File: config.mk
export PLATFORM = sky130hd
export DESIGN_NAME = multdiv_ctrl
export DESIGN_NICKNAME = d
export VERILOG_FILES = /design/src/rtl/multdiv_pkg.sv /design/src/rtl/addsub_32bit.sv /design/src/rtl/multdiv_ctrl.sv
export SDC_FILE = /design/constraint.sdc
export NUM_CORES = 1
export LEC_CHECK = 0
export CAP_MARGIN = 0
export CORE_AREA = 2 2 175 177
export CTS_CLUSTER_SIZE = 25
export DETAILED_ROUTE_END_ITERATION = 16
export DIE_AREA = 0 0 177 179
export MAX_ROUTING_LAYER = met4
export PLACE_DENSITY = 0.53
export SYNTH_ARGS = -nofsm -noshare
export SYNTH_HDL_FRONTEND = slang
export SYNTH_SLANG_ARGS = --single-unit
File: constraint.sdc
create_clock -name clock -period 11.3 [get_ports clock]
set_input_delay 2.26 -clock clock [delete_from_list [all_inputs] [get_ports clock]]
set_output_delay 2.26 -clock clock [all_outputs]
set_load 0.02 [all_outputs]
File: src/rtl/multdiv_pkg.sv
`default_nettype none
// ============================================================================
// multdiv_pkg : shared widths, latencies and FSM state encoding for multdiv_ctrl
// Revision    : 1.0
// ============================================================================
package multdiv_pkg;

    localparam int DATA_W  = 32;
    localparam int ITER    = 32;
    localparam int MUL_LAT = 33;
    localparam int DIV_LAT = 36;

    typedef logic [2:0] state_t;

    localparam state_t S_IDLE     = 3'd0;
    localparam state_t S_MUL_IT   = 3'd1;
    localparam state_t S_DIV_NEGA = 3'd2;
    localparam state_t S_DIV_NEGB = 3'd3;
    localparam state_t S_DIV_IT   = 3'd4;
    localparam state_t S_DIV_FIX  = 3'd5;
    localparam state_t S_DONE     = 3'd6;

endpackage
`default_nettype wire

File: src/rtl/addsub_32bit.sv
`default_nettype none
// ============================================================================
// addsub_32bit : shared add/subtract datapath; subtract inverts b, carry-in = sub
// Revision     : 1.0
// ============================================================================
module addsub_32bit
    import multdiv_pkg::*;
(
    input  logic [DATA_W-1:0] a,
    input  logic [DATA_W-1:0] b,
    input  logic              sub,
    output logic [DATA_W-1:0] sum,
    output logic              cout
);

    logic [DATA_W-1:0] w_b_eff;

    assign w_b_eff     = b ^ {DATA_W{sub}};
    assign {cout, sum} = {1'b0, a} + {1'b0, w_b_eff} + {{DATA_W{1'b0}}, sub};

endmodule
`default_nettype wire

File: src/rtl/multdiv_ctrl.sv
`default_nettype none
// ============================================================================
// multdiv_ctrl : iterative signed Booth multiplier / restoring divider sharing
//                one adder. Divider compiled in only with MULTDIV_DIV_EN.
// Revision     : 1.0
// ============================================================================
module multdiv_ctrl
    import multdiv_pkg::*;
#(
    parameter int COUNT_W = 6
) (
    input  logic              clock,
    input  logic              reset_n,
    input  logic              ctrl_MULT,
    input  logic              ctrl_DIV,
    input  logic [DATA_W-1:0] data_operandA,
    input  logic [DATA_W-1:0] data_operandB,
    output logic [DATA_W-1:0] data_result,
    output logic              data_exception,
    output logic              data_resultRDY,
    output logic              busy
);

    localparam logic [COUNT_W-1:0] C_ITER    = COUNT_W'(ITER);
    localparam logic [COUNT_W-1:0] C_ONE     = COUNT_W'(1);
    localparam logic [DATA_W-1:0]  C_INT_MIN = {1'b1, {(DATA_W-1){1'b0}}};

    state_t              state_q,  state_d;
    logic [COUNT_W-1:0]  cnt_q,    cnt_d;
    logic [2*DATA_W:0]   prod_q,   prod_d;
    logic [DATA_W-1:0]   a_q,      a_d;
    logic                is_div_q, is_div_d;
    logic                err_q,    err_d;
    logic [DATA_W-1:0]   result_q, result_d;
    logic                exc_q,    exc_d;
    logic                rdy_q,    rdy_d;
    logic                busy_q,   busy_d;
`ifdef MULTDIV_DIV_EN
    logic [DATA_W-1:0]   b_q,      b_d;
    logic                neg_q,    neg_d;
    logic [DATA_W-1:0]   w_rem_sh;
`endif

    logic [DATA_W-1:0]   w_add_a, w_add_b, w_sum;
    logic                w_sub, w_cout, w_acc_sign;
    logic [DATA_W:0]     w_acc;

    addsub_32bit u_addsub (
        .a    (w_add_a),
        .b    (w_add_b),
        .sub  (w_sub),
        .sum  (w_sum),
        .cout (w_cout)
    );

    // True 33rd bit of the accumulator so a most-negative multiplicand cannot overflow
    assign w_acc_sign = w_add_a[DATA_W-1] ^ w_add_b[DATA_W-1] ^ w_sub ^ w_cout;
`ifdef MULTDIV_DIV_EN
    assign w_rem_sh   = {prod_q[2*DATA_W-2:DATA_W], prod_q[DATA_W-1]};
`endif

    always_comb begin
        w_add_a = '0;
        w_add_b = '0;
        w_sub   = 1'b0;
        case (state_q)
            S_MUL_IT: begin
                w_add_a = prod_q[2*DATA_W:DATA_W+1];
                w_add_b = a_q;
                w_sub   = prod_q[1];
            end
`ifdef MULTDIV_DIV_EN
            S_DIV_NEGA: begin
                w_add_b = a_q;
                w_sub   = 1'b1;
            end
            S_DIV_NEGB: begin
                w_add_b = b_q;
                w_sub   = 1'b1;
            end
            S_DIV_IT: begin
                w_add_a = w_rem_sh;
                w_add_b = b_q;
                w_sub   = 1'b1;
            end
            S_DIV_FIX: begin
                w_add_b = prod_q[DATA_W-1:0];
                w_sub   = 1'b1;
            end
`endif
            default: ;
        endcase
    end

    always_comb begin
        state_d  = state_q;
        cnt_d    = cnt_q;
        prod_d   = prod_q;
        a_d      = a_q;
        is_div_d = is_div_q;
        err_d    = err_q;
        result_d = result_q;
        exc_d    = exc_q;
        rdy_d    = 1'b0;
        busy_d   = busy_q;
        w_acc    = '0;
`ifdef MULTDIV_DIV_EN
        b_d      = b_q;
        neg_d    = neg_q;
`endif
        case (state_q)
            S_MUL_IT: begin
                if (prod_q[1] ^ prod_q[0]) w_acc = {w_acc_sign, w_sum};
                else                       w_acc = {prod_q[2*DATA_W], prod_q[2*DATA_W:DATA_W+1]};
                prod_d = {w_acc[DATA_W], w_acc, prod_q[DATA_W:1]};
                if (cnt_q != '0) cnt_d = cnt_q - C_ONE;
                if (cnt_q == C_ONE) state_d = S_DONE;
            end
`ifdef MULTDIV_DIV_EN
            S_DIV_NEGA: begin
                if (b_q == '0) begin
                    err_d   = 1'b1;
                    state_d = S_DONE;
                end else begin
                    prod_d[DATA_W-1:0] = a_q[DATA_W-1] ? w_sum : a_q;
                    state_d            = S_DIV_NEGB;
                end
            end
            S_DIV_NEGB: begin
                b_d     = b_q[DATA_W-1] ? w_sum : b_q;
                cnt_d   = C_ITER;
                state_d = S_DIV_IT;
            end
            S_DIV_IT: begin
                // No borrow (cout=1) means the trial subtract fits: keep it, quotient bit 1
                prod_d = {1'b0, (w_cout ? w_sum : w_rem_sh), prod_q[DATA_W-2:0], w_cout};
                if (cnt_q != '0) cnt_d = cnt_q - C_ONE;
                if (cnt_q == C_ONE) state_d = S_DIV_FIX;
            end
            S_DIV_FIX: begin
                if (neg_q) prod_d[DATA_W-1:0] = w_sum;
                state_d = S_DONE;
            end
`else
            S_DIV_NEGA: state_d = S_DONE;
`endif
            S_DONE: begin
                result_d = is_div_q ? prod_q[DATA_W-1:0] : prod_q[DATA_W:1];
                exc_d    = is_div_q ? err_q
                                    : (prod_q[2*DATA_W:DATA_W+1] != {DATA_W{prod_q[DATA_W]}});
                rdy_d    = 1'b1;
                busy_d   = 1'b0;
                state_d  = S_IDLE;
            end
            default: state_d = S_IDLE;
        endcase

        // A start pulse aborts whatever is in flight
        if (ctrl_MULT) begin
            state_d  = S_MUL_IT;
            cnt_d    = C_ITER;
            a_d      = data_operandA;
            prod_d   = {{DATA_W{1'b0}}, data_operandB, 1'b0};
            is_div_d = 1'b0;
            err_d    = 1'b0;
            busy_d   = 1'b1;
            rdy_d    = 1'b0;
        end else if (ctrl_DIV) begin
            state_d  = S_DIV_NEGA;
            cnt_d    = '0;
            a_d      = data_operandA;
            prod_d   = '0;
            is_div_d = 1'b1;
            busy_d   = 1'b1;
            rdy_d    = 1'b0;
`ifdef MULTDIV_DIV_EN
            b_d      = data_operandB;
            neg_d    = data_operandA[DATA_W-1] ^ data_operandB[DATA_W-1];
            err_d    = (data_operandA == C_INT_MIN) && (data_operandB == '1);
`else
            err_d    = 1'b1;
`endif
        end
    end

    always_ff @(posedge clock or negedge reset_n) begin
        if (!reset_n) begin
            state_q  <= S_IDLE;
            cnt_q    <= '0;
            prod_q   <= '0;
            a_q      <= '0;
            is_div_q <= 1'b0;
            err_q    <= 1'b0;
            result_q <= '0;
            exc_q    <= 1'b0;
            rdy_q    <= 1'b0;
            busy_q   <= 1'b0;
`ifdef MULTDIV_DIV_EN
            b_q      <= '0;
            neg_q    <= 1'b0;
`endif
        end else begin
            state_q  <= state_d;
            cnt_q    <= cnt_d;
            prod_q   <= prod_d;
            a_q      <= a_d;
            is_div_q <= is_div_d;
            err_q    <= err_d;
            result_q <= result_d;
            exc_q    <= exc_d;
            rdy_q    <= rdy_d;
            busy_q   <= busy_d;
`ifdef MULTDIV_DIV_EN
            b_q      <= b_d;
            neg_q    <= neg_d;
`endif
        end
    end

    assign data_result    = result_q;
    assign data_exception = exc_q;
    assign data_resultRDY = rdy_q;
    assign busy           = busy_q;

endmodule
`default_nettype wire

==> results.sh <==
export IMPL_dr_total_vias=7437
export IMPL_post_cts_resized=0
export IMPL_setup_viol=0
export IMPL_slew_headroom=0.253
export IMPL_async_flop_share=1.00
export IMPL_ctsHoldBuffers=0
export IMPL_muxShareOfSynthArea=0.0537
export IMPL_yosys_area_share_simple=0.218
export IMPL_n_antenna_cell=0
export IMPL_antenna_found_initial=0
export IMPL_dieWidth_um=177
export IMPL_crit_arrival_ps=4540
export IMPL_tightest_slew_ps=1120
export IMPL_p_leak_nw=4.77
export IMPL_vdd_drop_max_v=0.0000981
export IMPL_synthCells=1068
export IMPL_fin_crit_sh=0.372
export IMPL_ios=103
export IMPL_startpoint_type="flop"
export IMPL_clock_path_buffers=2
export IMPL_synth_top_area_frac=0.404
export IMPL_dp_hpwl_mm=15.1
export IMPL_cts_buffers=17
export IMPL_rsz0062_at_grt="false"
export IMPL_wire_per_inst_um=14.9
export IMPL_ys_flop_type="dfrtp_1"
export IMPL_cp_slowest_cell="buf_4"
export IMPL_grt_start_max_net_pins=79
export IMPL_grt_pass1_vias=7330
export IMPL_path_buf_inv=1
export IMPL_min_period_ps=4210
export IMPL_fin_skew_ps=10.2
export IMPL_reg2reg_slack_ps=7090
export IMPL_synth_top_area_cell="dfrtp_1"
export IMPL_remaining_drc_errors=0
export IMPL_grt_usage=0.154
export IMPL_synth_xor_area_frac=0.0638
export IMPL_initial_core_util=0.293
export IMPL_synth_compound_area_frac=0.176
export IMPL_holdWs_ps=476
export IMPL_port_buffers=102
export IMPL_cp_cell_sequence="nor3b_4 > buf_4 > and2_1 > ha_1 > a21o_1 > a211oi_1 > o211ai_1 > o21ai_1 > o21ai_0 > a21oi_1 > o2111ai_1 > o311ai_0 > mux2i_1"
export IMPL_fp_coreArea_mm2=0.0300
export IMPL_detail_route_antenna_nets=0
export IMPL_power_density_mw_per_mm2=143
export IMPL_dieArea_mm2=0.0317
export IMPL_via_per_inst=4.82
export IMPL_synth_seq_cells=142
export IMPL_final_hold_violation_count=0
export IMPL_crit_path_end_kind="flop"
export IMPL_num_rows=64
export IMPL_place_congestion=0.838
export IMPL_synth_enable_flop_cells=0
export IMPL_p_total_w=0.00154
export IMPL_post_cts_buffers=0
export IMPL_path_max_fanout=78
export IMPL_insertion_delay_ps=420
export IMPL_cp_slowest_stage_delay_ps=590
export IMPL_worstSetupPathType="flop to flop"
export IMPL_root_buffer="clkbuf_16"
export IMPL_ys_warnings_count=0
export IMPL_synth_distinct_cells=60
export IMPL_yosysSeqAreaShare=0.404
export IMPL_crit_family="compound AO/OA/AOI/OAI gates"
export IMPL_syn_to_final_growth_pct=22.6
export IMPL_grt_ovfl_total=0
export IMPL_die_height_um=179
export IMPL_synthAdderAreaFrac=0.0492
export IMPL_fmax_mhz=238
export IMPL_drtIter0Drc=670
export IMPL_syn_nets=1170
export IMPL_grt_pass1_wl_mm=38.3
export IMPL_path_clk_slew_ps=70
export IMPL_wirelength_mm=22.9
export IMPL_post_synth_cell_area_avg_um2=8.23
export IMPL_tns_ps=0
export IMPL_synth_top_family_by_area="simple AND/OR/NAND/NOR gates"
export IMPL_status="finished, final reports clean"
export IMPL_timing_max_cap_violations=0
export IMPL_drive_gt1_frac=0.0549
export IMPL_critPathRequiredTime_ps=11640
export IMPL_clock_sinks=142
export IMPL_nets=1237
export IMPL_first_pass_iters=6
export IMPL_ctsHtreeMaxLevel=4
export IMPL_syn_area_mm2=0.00879
export IMPL_hp_class="flop to flop"
export IMPL_cts_tree="built"
export IMPL_maxSlewViolCount=0
export IMPL_synth_area_leaders="dfrtp_1, nand2_1, o21ai_0"
stage by stage:
stage	instance area (um^2)	util	instances	setup slack (ps)
2_1_floorplan	8790	-	1068	7530
3_5_place_dp	10200	0.339	1512	6980
4_1_cts	10800	0.359	1543	7070
6_report	10800	0.359	1543	7090
5_1_grt	10800	0.359	1543	6730
3_3_place_gp	10200	0.339	1512	7010
area by class of cell:
cell class / count / area (um^2)
Timing Repair Buffer: 113 / 1100
Inverter: 14 / 52.6
Clock buffer: 17 / 425
Sequential cell: 142 / 3560
Clock inverter: 14 / 180
Tap cell: 396 / 495
Multi-Input combinational cell: 847 / 4970
Fill cell: 3185 / 19200
cell families (layout without fill, tap and decap cells):
logic type / count (synthesis) / in the layout
adder cells (fa/ha/maj): 34 / 34
AND/OR/NAND/NOR: 447 / 447
multiplexers: 46 / 46
buffers and inverters: 79 / 158
XOR/XNOR: 64 / 64
AO/OA/AOI/OAI: 256 / 256
flip-flops: 142 / 142
cells in the mapped netlist (3+ instances only):
cell type and n:
nand2_1 228, dfrtp_1 142, nor2_1 117, o21ai_0 100
a21oi_1 69, clkbuf_1 54, xnor2_1 48, mux2i_1 43
and2_1 34, ha_1 33, a21o_1 16, xor2_1 16
inv_1 14, a311oi_1 13, nor3_1 13, a31oi_1 12
nand3_1 12, nand4_1 11, buf_1 9, a211oi_1 8
and3_1 7, nor4_1 7, o21bai_1 6, or3_1 5
nor2b_1 4, o21ai_1 4, a22oi_1 3, o211ai_1 3
o21a_1 3
worst reg2reg max path: stages (launching register included):
cell	delay (ps)
dfrtp_1	440
nor3b_4	200
buf_4	590
and2_1	270
ha_1	290
a21o_1	200
a211oi_1	380
o211ai_1	150
o21ai_1	350
o21ai_0	190
a21oi_1	460
o2111ai_1	190
o311ai_0	180
mux2i_1	230
final timing paths:
kind	start	depth (start not counted)	end
worst max-delay path	state_q[1]$_DFFE_PN0P_	13	prod_q[64]$_DFFE_PN0P_
min in group asynchronous	reset_n	1	a_q[10]$_DFFE_PN0N_
worst min register to register	data_result[25]$_DFFE_PN0N_	2	data_result[25]$_DFFE_PN0N_
max in group asynchronous	reset_n	3	prod_q[1]$_DFFE_PN0P_
worst min-delay path	data_result[25]$_DFFE_PN0N_	2	data_result[25]$_DFFE_PN0N_
worst max register to register	state_q[1]$_DFFE_PN0P_	13	prod_q[64]$_DFFE_PN0P_
per-layer routing:
layer / wire (um) / global-route usage / up-vias / part of all wire
li1: - / - / 3803 / -
met1: 11600 / 0.212 / 3497 / 0.51
met2: 10200 / 0.236 / 127 / 0.44
met3: 913 / 0.0246 / 10 / 0.040
met4: 213 / 0.0355 / 0 / 0.0093
met5: 0 / - / - / 0
registers in the layout, indices dropped and copies added (netlist names):
| name | cells |
|---|---|
| a_q | 32 |
| busy | 1 |
| cnt_q | 6 |
| data_exception | 1 |
| data_result | 32 |
| data_resultRDY | 1 |
| err_q | 1 |
| prod_q | 65 |
| state_q | 3 |
cell usage in the layout, fill, tap and decap left out, types with 5 or more instances in the layout:
cell               n
dfrtp_1          140
xor2_1            15
a211oi_1           8
and2_1            34
ha_1              33
a21o_1            16
a31oi_1           12
nand2_1          227
nor4_1             7
a311oi_1          13
nor2_1           116
nor3_1            13
xnor2_1           48
clkbuf_16         17
nand3_1           12
inv_6              7
a21oi_1           69
and3_1             7
inv_1             14
buf_4             11
o21ai_0          100
o21bai_1           6
clkdlybuf4s50_1  101
mux2i_1           43
nand4_1           11
or3_1              5
power by group:
| group | internal, W | switching [W] | leakage, nW |
|---|---|---|---|
| Clock | 0.000351 | 0.000240 | 0.292 |
| Combinational | 0.000150 | 0.000200 | 2.64 |
| Sequential | 0.000554 | 0.0000442 | 1.84 |
| Total | 0.00106 | 0.000485 | 4.77 |
(Power assumes the default switching activity.)
